**src/rtl/enc_rr_arbiter.sv**
```systemverilog
// Round-robin arbiter for 8 requesters: registered one-hot grant plus encoded index,
// released on Done, request drop, enable loss or a MAX_HOLD-cycle hold timeout.
module enc_rr_arbiter #(
  parameter int N        = 8,
  parameter int MAX_HOLD = 16
) (
  input  logic                 clk,
  input  logic                 rst_n,
  input  logic                 En,
  input  logic [N-1:0]         Req,
  input  logic                 Done,
  output logic [N-1:0]         Gnt,
  output logic [$clog2(N)-1:0] Gnt_idx,
  output logic                 Gnt_vld,
  output logic                 Timeout
);

  localparam int IW = $clog2(N);
  localparam logic [7:0] HOLD_LAST = 8'(MAX_HOLD - 1);
  localparam logic [N-1:0] ONE = {{(N-1){1'b0}}, 1'b1};

  typedef enum logic {IDLE, GRANT} state_t;

  // Handshake: a requester owns the resource while its Req bit is high and Gnt
  // shows it; Done is only meaningful while Gnt_vld=1 and ends the grant at the next edge.

  state_t         state_q, state_d;
  logic [IW-1:0]  ptr_q, ptr_d;
  logic [7:0]     cnt_q, cnt_d;
  logic [N-1:0]   gnt_q, gnt_d;
  logic [IW-1:0]  gnt_idx_q, gnt_idx_d;
  logic           timeout_q, timeout_d;

  logic [IW-1:0]  sel;
  logic [IW-1:0]  scan_idx;
  logic           rel_done, rel_drop, rel_hold, rel_en, release_now;

  // Scan from ptr upward with wrap; descending loop so the nearest hit wins.
  always_comb begin
    sel      = '0;
    scan_idx = '0;
    for (int i = N - 1; i >= 0; i--) begin
      scan_idx = ptr_q + IW'(i);
      if (Req[scan_idx]) sel = scan_idx;
    end
  end

  always_comb begin
    rel_done    = Done;
    rel_drop    = ~Req[gnt_idx_q];
    rel_hold    = (cnt_q == HOLD_LAST);
    rel_en      = ~En;
    release_now = rel_done | rel_drop | rel_hold | rel_en;
  end

  always_comb begin
    state_d   = state_q;
    ptr_d     = ptr_q;
    cnt_d     = cnt_q;
    gnt_d     = gnt_q;
    gnt_idx_d = gnt_idx_q;
    timeout_d = 1'b0;
    case (state_q)
      IDLE: begin
        gnt_d = '0;
        if (En && (Req != '0)) begin
          state_d   = GRANT;
          gnt_d     = ONE << sel;
          gnt_idx_d = sel;
          cnt_d     = '0;
        end
      end
      GRANT: begin
        if (release_now) begin
          state_d   = IDLE;
          gnt_d     = '0;
          ptr_d     = gnt_idx_q + IW'(1);
          cnt_d     = '0;
          // Timeout only flags a revocation nobody else asked for.
          timeout_d = rel_hold & ~rel_done & ~rel_drop & ~rel_en;
        end else begin
          cnt_d = cnt_q + 8'd1;
        end
      end
      default: begin
        state_d = IDLE;
        gnt_d   = '0;
      end
    endcase
  end

  always_ff @(posedge clk or negedge rst_n) begin
    if (!rst_n) begin
      state_q   <= IDLE;
      ptr_q     <= '0;
      cnt_q     <= '0;
      gnt_q     <= '0;
      gnt_idx_q <= '0;
      timeout_q <= 1'b0;
    end else begin
      state_q   <= state_d;
      ptr_q     <= ptr_d;
      cnt_q     <= cnt_d;
      gnt_q     <= gnt_d;
      gnt_idx_q <= gnt_idx_d;
      timeout_q <= timeout_d;
    end
  end

  assign Gnt     = gnt_q;
  assign Gnt_idx = gnt_idx_q;
  assign Gnt_vld = (state_q == GRANT);
  assign Timeout = timeout_q;

endmodule

```
**config.mk**
```make
export PLATFORM = sky130hd
export DESIGN_NAME = enc_rr_arbiter
export DESIGN_NICKNAME = d
export VERILOG_FILES = /design/src/rtl/enc_rr_arbiter.sv
export SDC_FILE = /design/constraint.sdc
export NUM_CORES = 1
export LEC_CHECK = 0
export CAP_MARGIN = 20
export CORE_MARGIN = 4
export CORE_UTILIZATION = 56
export CTS_CLUSTER_SIZE = 16
export DETAILED_ROUTE_END_ITERATION = 12
export PLACE_DENSITY = 0.81
export SYNTH_ARGS = -nofsm -noshare
export SYNTH_HDL_FRONTEND = slang
export SYNTH_SLANG_ARGS = --single-unit
```
**constraint.sdc**
```tcl
create_clock -name clk -period 4.4 [get_ports clk]
set_input_delay 0.66 -clock clk [delete_from_list [all_inputs] [get_ports clk]]
set_output_delay 0.66 -clock clk [all_outputs]
set_load 0.02 [all_outputs]
```
==> results_dict.tcl <==
set metrics [dict create \
    antenna_found_initial 0 \
    final-max-slew-violation-count 0 \
    vdd_drop_max_uv 521 \
    worst-endpoint-arrival_ns 3.41 \
    wl_per_cell_um 17.4 \
    cts.clk_slew.worst_paths_ns 0.14 \
    cp_slowest_stage_delay_ns 0.68 \
    grt_max_degree 25 \
    switchingPower_w 0.000860 \
    synth.cell_area_mm2 0.00197 \
    synth_top_area_cell "dfrtp_1" \
    cts.sinks 24 \
    fmax_mhz 316 \
    place_area_mm2 0.00224 \
    dr.pass1.iters 5 \
    yosysMostFrequentCell "dfrtp_1" \
    maxCapViolations 0 \
    nets 234 \
    dp_hpwl_um 3320 \
    cts-root-buf "clkbuf_4" \
    hold_violations 0 \
    async_flop_share_pct 100 \
    worstSetupEndpointType "flop" \
    core_region_area_mm2 0.00336 \
    start_util_pct 58.5 \
    wl_met2_um 2030 \
    critPathKind "in2reg" \
    antenna_left 0 \
    p_int_w 0.000988 \
    path_cells "clkdlybuf4s50_1 -> mux4_1 -> mux2_2 -> mux2_4 -> or3_4 -> o211a_4 -> o31ai_1" \
    p_total_w 0.00185 \
    grt_use_total_pct 21.9 \
    area_growth_pct 17.7 \
    hold_buffers 0 \
    cts_tree "built" \
    syn_inst 195 \
    gp_congestion 1.03 \
    top_layer "met4" \
    htreeDepth 1 \
    grt_pass1_vias 1655 \
    ios 25 \
    ys_seq_area_share_pct 30.5 \
    required_ns 4.64 \
    drtIter0Drc 175 \
    die_x_um 67.3 \
    grt_pass1_wl_um 7620 \
    holdCritPathClass "reg2reg" \
    tightest_slew_ns 0.890 \
    leakage_nw 0.916 \
    drc 0 \
    grt-ovfl-total 0 \
    combPwrFrac_pct 71.7 \
    die_y_um 67.3 \
    synth_cell_types 45 \
    design_area_mm2 0.00232 \
    ctsResizeCount 0 \
    power_frac_clock_pct 8.7 \
    clkLatencyLatePin_ns 0.32 \
    numCtsBuffers 3 \
    cts_buffer_depth 2 \
    rsz0062_at_grt "false" \
    final_util_pct 68.9 \
    vias 1775 \
    synthesis.nets 211 \
    num_rows 21 \
    start_kind "input pin" \
    port_buffers 24 \
    ys_seq_elements 24 \
    relSlewSlack_pct 40.4 \
    skew_ns 0.0116 \
    seqPwrFrac_pct 19.6 \
    stdcell_count 263 \
    synth_top_area_share_pct 30.5 \
    swShare_pct 46.5 \
    dp_cells 258 \
    powerDensity_mw_per_mm2 797 \
    fin_crit_sh_pct 71.9 \
    diodes 0 \
    crit_slowest_cell "mux4_1" \
    synth_edf_count 0 \
    finalSetupViolations 0 \
    status "completed" \
    path_max_fanout 9 \
    dieArea_mm2 0.00453 \
    drive_above_1_share_pct 16.1 \
    fin_crit_ns 3.16 \
    wl_met1_um 2040 \
    synth_common_cells "24 x dfrtp_1, 21 x nand2_1, 15 x o21ai_0" \
    wl_met3_um 440 \
    tns_ns 0 \
    post-cts-setup-buffers 0 \
    yosys-top-cells-area "dfrtp_1 31%, mux4_2 14%, mux2_2 6.3%" \
    syn_area_per_cell_um2 10.1 \
    avgViaCountPerCell 6.75 \
    postRouteWirelength_um 4570 \
    ys_warn_count 0 \
    synthFlopType "dfrtp_1" \
]
-- area by class of cell --
cell class                 instances  area (µm²)
timing repair buffer              27         283
tap                               46        57.6
multi-input combinational        153        1290
sequential                        24         601
inverter                           9        33.8
clock inverter                     1        30.0
clock buffer                       3        22.5
fill                             271        1050
-- per-layer routing --
layer  vias up  track usage [%]
met4         0             6.33
met1       851             33.2
li1        806                -
met5         -                0
met3         8             3.49
met2       110             32.1
-- power groups by stage --
stage	sequential, W	combinational, W	clock, W
floorplan	0.000391	0.000963	0
global placement	0.000360	0.00126	0
detailed placement	0.000366	0.00129	0
CTS	0.000361	0.00130	0.000165
global route	0.000373	0.00143	0.000176
finish	0.000362	0.00132	0.000161
-- registers in the layout (all words and copies together), names as in the netlist --
| name | count |
|---|---|
| Gnt | 8 |
| cnt_q | 8 |
| Gnt_idx | 3 |
| ptr_q | 3 |
| Gnt_vld | 1 |
| Timeout | 1 |
-- cells in the final DEF (no fill, tap or decap), drive strengths merged, types with 3 or more instances in the layout --
cell type and instances:
nand3 4, mux2i 4, inv 9, or4 3
xor2 5, clkbuf 3, nor3 3, nor2 10
a21oi 8, o21a 3, and3 3, o31ai 8
dfrtp 24, nand2 21, mux4 14, ha 4
mux2 13, o21ai 15, a221oi 5, buf 3
or3 3, nor2b 3, clkdlybuf4s50 24
-- worst paths after layout --
path / startpoint / end / slack [ns] / depth (start not counted)
min in group asynchronous: rst_n / cnt_q[0] / 0.57 / 1
worst min register to register: Gnt[0] / Gnt[0] / 0.49 / 2
max in group asynchronous: rst_n / Gnt_idx[0] / 3.42 / 2
worst min-delay path: Gnt[0] / Gnt[0] / 0.49 / 2
worst max register to register: ptr_q[1] / Gnt[3] / 1.28 / 8
worst max-delay path: Req[3] / Gnt[3] / 1.24 / 7
-- per-stage QoR --
step                      hold WS [ns]  setup WS, ns
after detailed placement         0.468         0.912
after global routing             0.529          1.12
after floorplan                  0.364         0.800
after global placement           0.461          1.00
final                            0.494          1.24
after CTS                        0.500          1.26
-- critical path: cells and delay by family --
kind / cells / cell delay [ns]
buffers and inverters: 1 / 0.55
AND/OR/NAND/NOR: 1 / 0.37
multiplexers: 3 / 1.32
AO/OA/AOI/OAI: 2 / 0.49
-- kinds of logic (layout without fill, tap and decap cells) --
logic type | Yosys count | after routing | synth area share (%)
buf+inv | 18 | 40 | 3.94
flops | 24 | 24 | 30.5
xor+xnor | 6 | 6 | 2.67
mux | 31 | 31 | 26.3
compound gates | 58 | 58 | 20.6
fa+ha+maj | 4 | 4 | 2.54
simple gates | 54 | 54 | 13.5
Note: power is estimated with default switching activity, not from simulation.
